===== src/rtl/ctrl_tx_serializer.sv =====
`default_nettype none
// ============================================================================
// ctrl_tx_serializer : two-slot (ALU / register read) byte serializer to UART TX
// Revision 1.0
// ============================================================================
module ctrl_tx_serializer #(
  parameter int WIDTH     = 8,
  parameter int ALU_BYTES = 2,
  parameter bit MSB_FIRST = 1'b0
) (
  input  logic                       CLK,
  input  logic                       RST,
  input  logic [ALU_BYTES*WIDTH-1:0] ALU_OUT,
  input  logic                       OUT_Valid,
  input  logic [WIDTH-1:0]           RdData,
  input  logic                       RdData_Valid,
  input  logic                       Busy,
  output logic [WIDTH-1:0]           TX_P_DATA,
  output logic                       TX_D_VLD,
  output logic                       ctrl_idle,
  output logic                       drop_pulse
);

  localparam int FW = ALU_BYTES * WIDTH;
  localparam int CW = $clog2(ALU_BYTES + 1);

  typedef enum logic [1:0] {
    S_IDLE    = 2'd0,
    S_SEND    = 2'd1,
    S_WAIT_HI = 2'd2,
    S_WAIT_LO = 2'd3
  } state_t;

  state_t           state_q;
  logic [FW-1:0]    shift_q;
  logic [CW-1:0]    cnt_q;
  logic [WIDTH-1:0] tx_data_q;
  logic             tx_vld_q;

  logic             alu_full_q, alu_full_d;
  logic [FW-1:0]    alu_data_q;
  logic             reg_full_q, reg_full_d;
  logic [WIDTH-1:0] reg_data_q;
  logic             drop_q, drop_d;

  logic             alu_unload, reg_unload;
  logic             alu_cap, reg_cap;
  logic [WIDTH-1:0] cur_byte;
  logic [FW-1:0]    shift_next;
  logic [FW-1:0]    reg_load;

  // A slot being emptied by the FSM this cycle can accept a new strobe at once.
  assign alu_unload = (state_q == S_IDLE) && alu_full_q;
  assign reg_unload = (state_q == S_IDLE) && !alu_full_q && reg_full_q;
  assign alu_cap    = OUT_Valid    && (!alu_full_q || alu_unload);
  assign reg_cap    = RdData_Valid && (!reg_full_q || reg_unload);
  assign alu_full_d = alu_cap || (alu_full_q && !alu_unload);
  assign reg_full_d = reg_cap || (reg_full_q && !reg_unload);
  assign drop_d     = (OUT_Valid && !alu_cap) || (RdData_Valid && !reg_cap);

  generate
    if (MSB_FIRST) begin : g_msb_first
      assign cur_byte   = shift_q[FW-1 -: WIDTH];
      assign shift_next = shift_q << WIDTH;
      assign reg_load   = FW'(reg_data_q) << (FW - WIDTH);
    end else begin : g_lsb_first
      assign cur_byte   = shift_q[WIDTH-1:0];
      assign shift_next = shift_q >> WIDTH;
      assign reg_load   = FW'(reg_data_q);
    end
  endgenerate

  always_ff @(posedge CLK or negedge RST) begin
    if (!RST) begin
      alu_full_q <= 1'b0;
      alu_data_q <= '0;
      reg_full_q <= 1'b0;
      reg_data_q <= '0;
      drop_q     <= 1'b0;
    end else begin
      alu_full_q <= alu_full_d;
      reg_full_q <= reg_full_d;
      drop_q     <= drop_d;
      if (alu_cap) begin
        alu_data_q <= ALU_OUT;
      end
      if (reg_cap) begin
        reg_data_q <= RdData;
      end
    end
  end

  always_ff @(posedge CLK or negedge RST) begin
    if (!RST) begin
      state_q   <= S_IDLE;
      shift_q   <= '0;
      cnt_q     <= '0;
      tx_data_q <= '0;
      tx_vld_q  <= 1'b0;
    end else begin
      case (state_q)
        S_IDLE: begin
          if (alu_full_q) begin
            shift_q <= alu_data_q;
            cnt_q   <= CW'(ALU_BYTES);
            state_q <= S_SEND;
          end else if (reg_full_q) begin
            shift_q <= reg_load;
            cnt_q   <= CW'(1);
            state_q <= S_SEND;
          end
        end
        S_SEND: begin
          // Busy still high here means the UART is finishing someone else's byte.
          if (!Busy) begin
            tx_data_q <= cur_byte;
            tx_vld_q  <= 1'b1;
            state_q   <= S_WAIT_HI;
          end
        end
        S_WAIT_HI: begin
          if (Busy) begin
            tx_vld_q <= 1'b0;
            shift_q  <= shift_next;
            cnt_q    <= cnt_q - CW'(1);
            state_q  <= S_WAIT_LO;
          end
        end
        S_WAIT_LO: begin
          if (!Busy) begin
            state_q <= (cnt_q == '0) ? S_IDLE : S_SEND;
          end
        end
        default: state_q <= S_IDLE;
      endcase
    end
  end

  assign TX_P_DATA  = tx_data_q;
  assign TX_D_VLD   = tx_vld_q;
  assign drop_pulse = drop_q;
  assign ctrl_idle  = (state_q == S_IDLE) && !alu_full_q && !reg_full_q;

endmodule
`default_nettype wire


===== config.mk =====
export PLATFORM = sky130hd
export DESIGN_NAME = ctrl_tx_serializer
export DESIGN_NICKNAME = d
export VERILOG_FILES = /design/src/rtl/ctrl_tx_serializer.sv
export SDC_FILE = /design/constraint.sdc
export NUM_CORES = 1
export LEC_CHECK = 0
export CAP_MARGIN = 15
export CORE_ASPECT_RATIO = 0.75
export CORE_MARGIN = 1
export CORE_UTILIZATION = 53
export DETAILED_ROUTE_END_ITERATION = 10
export HOLD_SLACK_MARGIN = 0.02
export PLACE_DENSITY = 0.79
export SYNTH_ARGS = -nofsm -noshare
export SYNTH_HDL_FRONTEND = slang
export SYNTH_SLANG_ARGS = --single-unit
export TNS_END_PERCENT = 30

===== constraint.sdc =====
create_clock -name CLK -period 2 [get_ports CLK]
set_input_delay 0.2 -clock CLK [delete_from_list [all_inputs] [get_ports CLK]]
set_output_delay 0.2 -clock CLK [all_outputs]
set_load 0.01 [all_outputs]

## After elaboration in Yosys (flattened, before gate mapping)

Cells that the tools add are included.

| word-level totals | value |
|---|---|
| register bits | 56 |
| output and inout port bits | 11 |
| logic and storage cells | 65 |

| cells by class | value |
|---|---|
| add/sub/neg operators | 1 |
| equality and inequality tests | 7 |
| muxes and demuxes | 17 |
| bitwise gates (word level) | 1 |
| reduce and logical (&&, ||, !) cells | 29 |

Operators by type and width:

| cell | number |
|---|---|
| two-way mux 16 bit | 3 |
| case mux 16 bit (2 select lines) | 1 |
| two-way mux 2 bit | 7 |
| logical AND 1 bit | 10 |
| case mux 2 bit (4 select lines) | 1 |
| logical NOT 1 bit | 6 |
| inequality test 2 bit, second input constant | 3 |
| AND reduction 3 bit | 2 |
| logical OR 1 bit | 5 |
| equality test 2 bit, second input constant | 2 |
| logical NOT 2 bit | 2 |
| case mux 2 bit (2 select lines) | 1 |
| AND reduction 4 bit | 1 |
| nonzero test 2 bit | 2 |
| two-way mux 1 bit | 3 |
| inequality test 3 bit, second input constant | 1 |
| equality test 2 x 1 -> 1 bit, second input constant | 1 |
| case mux 1 bit (2 select lines) | 1 |
| AND reduction 2 bit | 1 |
| subtractor 2 x 1 -> 2 bit, second input constant | 1 |
| NOT 1 bit | 1 |

## Logic depth before layout (Yosys ltp)

| depth | value |
|---|---|
| word-level depth | 8 |
| mapped depth | 7 |

## Least setup slack after synthesis

Ideal clock, no wire load.

| path | value |
|---|---|
| path type | flip-flop to flip-flop |
| start point | register state_q[0] |
| end point | register cnt_q[1] |
| library setup time | 0.127 ns |
| data arrival time | 1.747 ns |
| data required time | 1.873 ns |
| slack | 0.125 ns |
| stages on the path, launching flop included | 7 |
| path buffers | 1 |
| clock period less this slack | 1.875 ns |
| cells stage by stage | dfrtp_1 inv_1 ha_1 nor3b_2 nor3_4 buf_4 mux2_1 |

| between the ends | value |
|---|---|
| longest elaborated chain between the ends | 3 |
| elaborated cells on any way between the ends | 7 |

RTL lines:

| element | line | text |
|---|---|---|
| start, declared | 34 | `state_t state_q;` |
| start signal, assigned | 131 | `state_q <= (cnt_q == '0) ? S_IDLE : S_SEND;` |
| equality test 2 bit / logical NOT 2 bit (equally long branches) | 101 | `case (state_q)` |
| inequality test 2 bit (no source line), or another cell as far along | - |  |
| AND reduction 3 bit (no source line) | - |  |
| end signal, assigned | 105 | `cnt_q <= CW'(ALU_BYTES);` |
| end signal, assigned | 125 | `cnt_q <= cnt_q - CW'(1);` |
| end, declared | 36 | `logic [CW-1:0] cnt_q;` |

Parallel ways exist; a longest one is shown, timed or not.
A chain may end at the register's enable or synchronous reset.

## Worst setup path in the final report

| path | value |
|---|---|
| start point | register state_q[1] |
| end point | register shift_q[5] |

| between the ends | value |
|---|---|
| longest elaborated chain between the ends | 3 |
| elaborated cells on any way between the ends | 7 |

RTL lines:

| element | line | text |
|---|---|---|
| equality test 2 bit / logical NOT 2 bit (equally long branches) | 101 |  |
| inequality test 2 bit (no source line), or another cell as far along | - |  |
| AND reduction 3 bit (no source line) | - |  |
| end signal, assigned | 104 | `shift_q <= alu_data_q;` |
| end signal, assigned | 108 | `shift_q <= reg_load;` |
| end signal, assigned | 124 | `shift_q <= shift_next;` |
| end, declared | 35 | `logic [FW-1:0] shift_q;` |

Parallel ways exist; a longest one is shown, timed or not.

==> results.txt <==
----------------------------------------------------
[Critical path]
  Data arrival, critical path ... 2.06 ns
  Largest fanout on the critical path ... 11
  Cell breakdown of the critical path ... inv_1, ha_2, nor3b_4, buf_4, nor3_4, buf_4, mux2_2
  Endpoint of the most critical register-to-register path ... shift_q[5]
  Critical-path top delay cell ... sky130_fd_sc_hd__dfrtp_1
  Number of cell instances on the worst register-to-register path ... 7
  Required time worst endpoint ... between 2 and 2.5 ns
  Startpoint kind of the worst setup timing path ... flop
  Class of the most critical setup path ... flop to flop
  Crit. path cell count ... 7
  Stage delay of the slowest cell on the critical path ... 0.40 ns
  Crit path to ... shift_q[5]
  Sum of buffers and inverters on the critical path ... 3
  Cell family with the largest share of critical-path delay ... buffers and inverters
  Critical path origin ... state_q[1]
  Worst reg2reg startpoint ... state_q[1]
  Cell with the most instances on the worst path ... sky130_fd_sc_hd__buf_4
  Worst reg-to-reg setup slack ... 0.14 ns
  Nature of the critical path endpoint ... flop

[Global routing]
  Total GRT Usage ... 20.26%
  Maximum number of pins on one net before global-route repair ... 48
  Congestion Overflow GR ... 0
  Global-route wire length before repair ... 7.189 mm
  Vias in the first global route ... between 1000 and 1500
  Number of antenna violations at the first check in global routing ... 0

[Finish]
  Post-layout nets ... 280
  Fraction of final layout cells sized beyond drive strength 1 ... 26.12%
  Number of inserted diodes ... 0
  Number of fill cells ... 341
  Area growth from synthesis to layout ... 24.09%
  Final cell count without fillers ... 302

[CTS]
  Number of clock buffers inserted by TritonCTS ... 5
  Clock latency on the worst-skew pair ... ~0.31 ns
  Buffers from clock root to sink, at most ... 2
  H-tree Lvls ... 2
  Clock Sink Count ... between 50 and 60
  CTS tree ... yes
  Clock Tree Root ... sky130_fd_sc_hd__clkbuf_8
  Post-CTS clock slew at the launch and capture registers of the worst setup and hold paths ... 0.10 ns

[Placement]
  Hpwl dp ... 3.223 mm
  Number of I/O port buffers ... 39
  # placed instances ... 293
  Placer congestion estimate ... approximately 0.80

[STA]
  Shortest clock period the worst path allows after layout ... 1.855 ns
  Slew at the pin with the worst max-slew slack ... roughly 0.42 ns
  Final Hold Vio Count ... 0
  Crit share post-route ... 92.76%
  Fin. max-slew vios ... 0
  Total negative setup slack ... 0 ns
  Post-route clock skew ... 0.009040 ns
  Maximum frequency from static timing analysis ... 539.0 MHz
  Unrepaired setup endpoints after global routing ... false
  Worst slew margin relative to its limit ... between 70% and 80%
  Final setup fails ... 0

[Power and ir drop]
  Switching share of power ... 33.52%
  Cell internal pwr ... 3044 uW
  Power density of the placed cells ... 1474 nW/um^2
  Leakage power ... 0.001388 uW
  Highest ir drop seen on vdd ... 0.0007606 V
  Proportion of power drawn by the clock network ... approximately an eighth
  Psw ... 1535 uW
  Logic gate share of total power ... 44.6%
  Portion of total power attributed to sequential cells ... 42.4%
  Sum of internal, switching and leakage power ... 4578 uW

[Min path]
  Tightest Hold Check Type ... input pin to asynchronous set/reset pin

[Drt]
  Count of unresolved DRC violations after routing ... 0
  Via count normalized by instance count ... around 5.3
  Number of iterations in the first detailed-routing pass ... 4
  Final ANT Viol Nets ... 0
  Average wire length per cell after detail routing ... between 10 and 15 um
  DRC marker count from the first detailed-route iteration ... 90
  Routed vias ... 1605
  Final Routed Wirelength ... around 4.5 mm

[Yosys]
  Register area share after synthesis ... 55.97%
  Post-synth top area share ... 55.97%
  Post-synthesis register bit count ... 56
  Avg Inst Size Synth ... 12.77 sq um
  Post-synthesis cell type with the largest combined area ... sky130_fd_sc_hd__dfrtp_1
  Count of mapped cells out of synthesis ... 196
  Post-synthesis instance area ... 2504 sq um
  YS warnings ... 0
  Number of nets produced by synthesis ... 231
  Count of cell types in the netlist ... 27
  Area contributors post-synth ... sky130_fd_sc_hd__dfrtp_1, sky130_fd_sc_hd__mux2_2, sky130_fd_sc_hd__o21ai_0, sky130_fd_sc_hd__mux2i_1, sky130_fd_sc_hd__ha_1

[Floorplanning]
  Total number of placement rows ... 21
  Starting density of the core ... 55.72%
  Area of the core ... 4493 sq um
  Chip width ... about 81 um
  DIE AREA ... around 5000 sq um
  Top-level port count ... 40
  Die height ... between 60 and 70 um

[Flow run]
  Max-Cap Viols ... 0

[Status]
  Status ... finished, final reports clean

----------------------------------------------------
==> routing by layer <==
layer | vias to the layer above | share of wire, % | global-route usage [%]
li1 | 781 | - | -
met2 | 36 | 42 | 27.50
met4 | 0 | 1.8 | 9.184
met1 | 780 | 52 | 30.70
met5 | - | 0 | 0
met3 | 8 | 3.6 | 4.593
==> stage by stage <==
step / hold slack (ns) / worst slack [ns] / util, % / instance area [sq um]
floorplan: -0.09559 / 0.1254 / - / 2504
global placement: 0.07771 / 0.1673 / 66.78 / 3000
detailed placement: 0.08232 / 0.1159 / 66.78 / 3000
CTS: 0.2745 / 0.1697 / 69.15 / 3107
global route: 0.2864 / 0.05534 / 69.15 / 3107
finish: 0.2698 / 0.1447 / 69.15 / 3107
==> layout make-up <==
| cell class | instances | area (sq um) | area share, % |
|---|---|---|---|
| Clock inverter | 2 | 12.51 | 0.4027 |
| Clock buffer | 5 | 68.82 | 2.215 |
| Sequential cell | 56 | 1401 | 45.11 |
| Tap cell | 57 | 71.32 | 2.296 |
| Multi-Input combinational cell | 117 | 1015 | 32.66 |
| Inverter | 15 | 56.30 | 1.812 |
| Timing Repair Buffer | 50 | 481.7 | 15.51 |
==> flip-flops by register name, indices dropped and copies added, names as in the netlist <==
signal and flops:
alu_data_q 16, shift_q 16, TX_P_DATA 8, reg_data_q 8
cnt_q 2, state_q 2, TX_D_VLD 1, alu_full_q 1
drop_pulse 1, reg_full_q 1
==> worst reg2reg max path: stages (launching register included) <==
cell and delay (ns):
sky130_fd_sc_hd__dfrtp_1 0.40, sky130_fd_sc_hd__inv_1 0.11, sky130_fd_sc_hd__ha_2 0.21, sky130_fd_sc_hd__nor3b_4 0.16
sky130_fd_sc_hd__buf_4 0.15, sky130_fd_sc_hd__nor3_4 0.16, sky130_fd_sc_hd__buf_4 0.21, sky130_fd_sc_hd__mux2_2 0.35
==> synth_stat cells <==
master	instances
sky130_fd_sc_hd__dfrtp_1	56
sky130_fd_sc_hd__mux2_2	41
sky130_fd_sc_hd__o21ai_0	20
sky130_fd_sc_hd__inv_1	15
sky130_fd_sc_hd__nand2_1	12
sky130_fd_sc_hd__mux2i_1	9
sky130_fd_sc_hd__nand4b_1	8
sky130_fd_sc_hd__ha_1	6
sky130_fd_sc_hd__buf_2	5
sky130_fd_sc_hd__nor2_1	3
sky130_fd_sc_hd__clkbuf_1	2
sky130_fd_sc_hd__nand2b_1	2
sky130_fd_sc_hd__o21a_1	2
sky130_fd_sc_hd__o2bb2ai_1	2
sky130_fd_sc_hd__a211oi_1	1
sky130_fd_sc_hd__a21boi_2	1
sky130_fd_sc_hd__a21o_1	1
sky130_fd_sc_hd__a21oi_1	1
sky130_fd_sc_hd__buf_4	1
sky130_fd_sc_hd__mux2_1	1
sky130_fd_sc_hd__nand3b_1	1
sky130_fd_sc_hd__nor2b_1	1
sky130_fd_sc_hd__nor3_4	1
sky130_fd_sc_hd__nor3b_2	1
sky130_fd_sc_hd__nor4_1	1
sky130_fd_sc_hd__o32a_1	1
sky130_fd_sc_hd__or2_2	1
==> kinds of logic (layout without fill, tap and decap cells) <==
| group | Yosys count | in the layout | share of synthesized area [%] |
|---|---|---|---|
| mux | 51 | 51 | 22.49 |
| simple gates | 31 | 31 | 7.747 |
| fa+ha+maj | 6 | 6 | 2.998 |
| compound gates | 29 | 29 | 6.947 |
| buf+inv | 23 | 72 | 3.848 |
| flops | 56 | 56 | 55.97 |
==> cell usage in the layout, fill, tap and decap left out <==
cell type	instances
sky130_fd_sc_hd__dfrtp_1	56
sky130_fd_sc_hd__mux2_2	41
sky130_fd_sc_hd__clkdlybuf4s50_1	37
sky130_fd_sc_hd__o21ai_0	20
sky130_fd_sc_hd__inv_1	15
sky130_fd_sc_hd__nand2_1	12
sky130_fd_sc_hd__mux2i_1	9
sky130_fd_sc_hd__buf_4	9
sky130_fd_sc_hd__nand4b_1	8
sky130_fd_sc_hd__ha_1	5
sky130_fd_sc_hd__clkbuf_8	5
sky130_fd_sc_hd__nor2_1	3
sky130_fd_sc_hd__o2bb2ai_1	2
sky130_fd_sc_hd__nand2b_1	2
sky130_fd_sc_hd__o21a_1	2
sky130_fd_sc_hd__nor3b_4	1
sky130_fd_sc_hd__a21o_1	1
sky130_fd_sc_hd__a21boi_2	1
sky130_fd_sc_hd__nor2b_1	1
sky130_fd_sc_hd__or2_2	1
sky130_fd_sc_hd__nand3b_1	1
sky130_fd_sc_hd__a211oi_1	1
sky130_fd_sc_hd__o32a_1	1
sky130_fd_sc_hd__nor3_4	1
sky130_fd_sc_hd__mux2_1	1
sky130_fd_sc_hd__a21oi_1	1
sky130_fd_sc_hd__nor4_1	1
sky130_fd_sc_hd__ha_2	1
sky130_fd_sc_hd__clkinv_2	1
sky130_fd_sc_hd__clkinvlp_4	1
sky130_fd_sc_hd__dlygate4sd3_1	1
sky130_fd_sc_hd__buf_2	1
sky130_fd_sc_hd__dlygate4sd2_1	1
sky130_fd_sc_hd__buf_12	1
==> power by group through the flow <==
stage                     Clock (uW)  Combinational, uW  Sequential (uW)
after floorplan                    0               1360             1930
after global placement             0               1960             1930
after detailed placement           0               2030             1960
after CTS                        612               2050             1940
after global routing             651               2260             2000
final                            598               2040             1940
==> worst min path at each step <==
stage | startpoint | to | slack [ns]
final | RST | TX_P_DATA[2] | 0.27
after global routing | RST | TX_P_DATA[2] | 0.29
after CTS | RST | TX_P_DATA[2] | 0.27
after detailed placement | RST | TX_D_VLD | 0.08
after global placement | RST | TX_D_VLD | 0.08
after floorplan | RST | TX_D_VLD | -0.1
==> what timing repair did <==
item	in CTS	in global routing
hold endpoints to repair	9	0
gates resized for setup	3	0
endpoints found under the setup margin	1	0
hold buffers	1	0
setup buffers	1	0
Note: power is estimated with default switching activity, not from simulation.
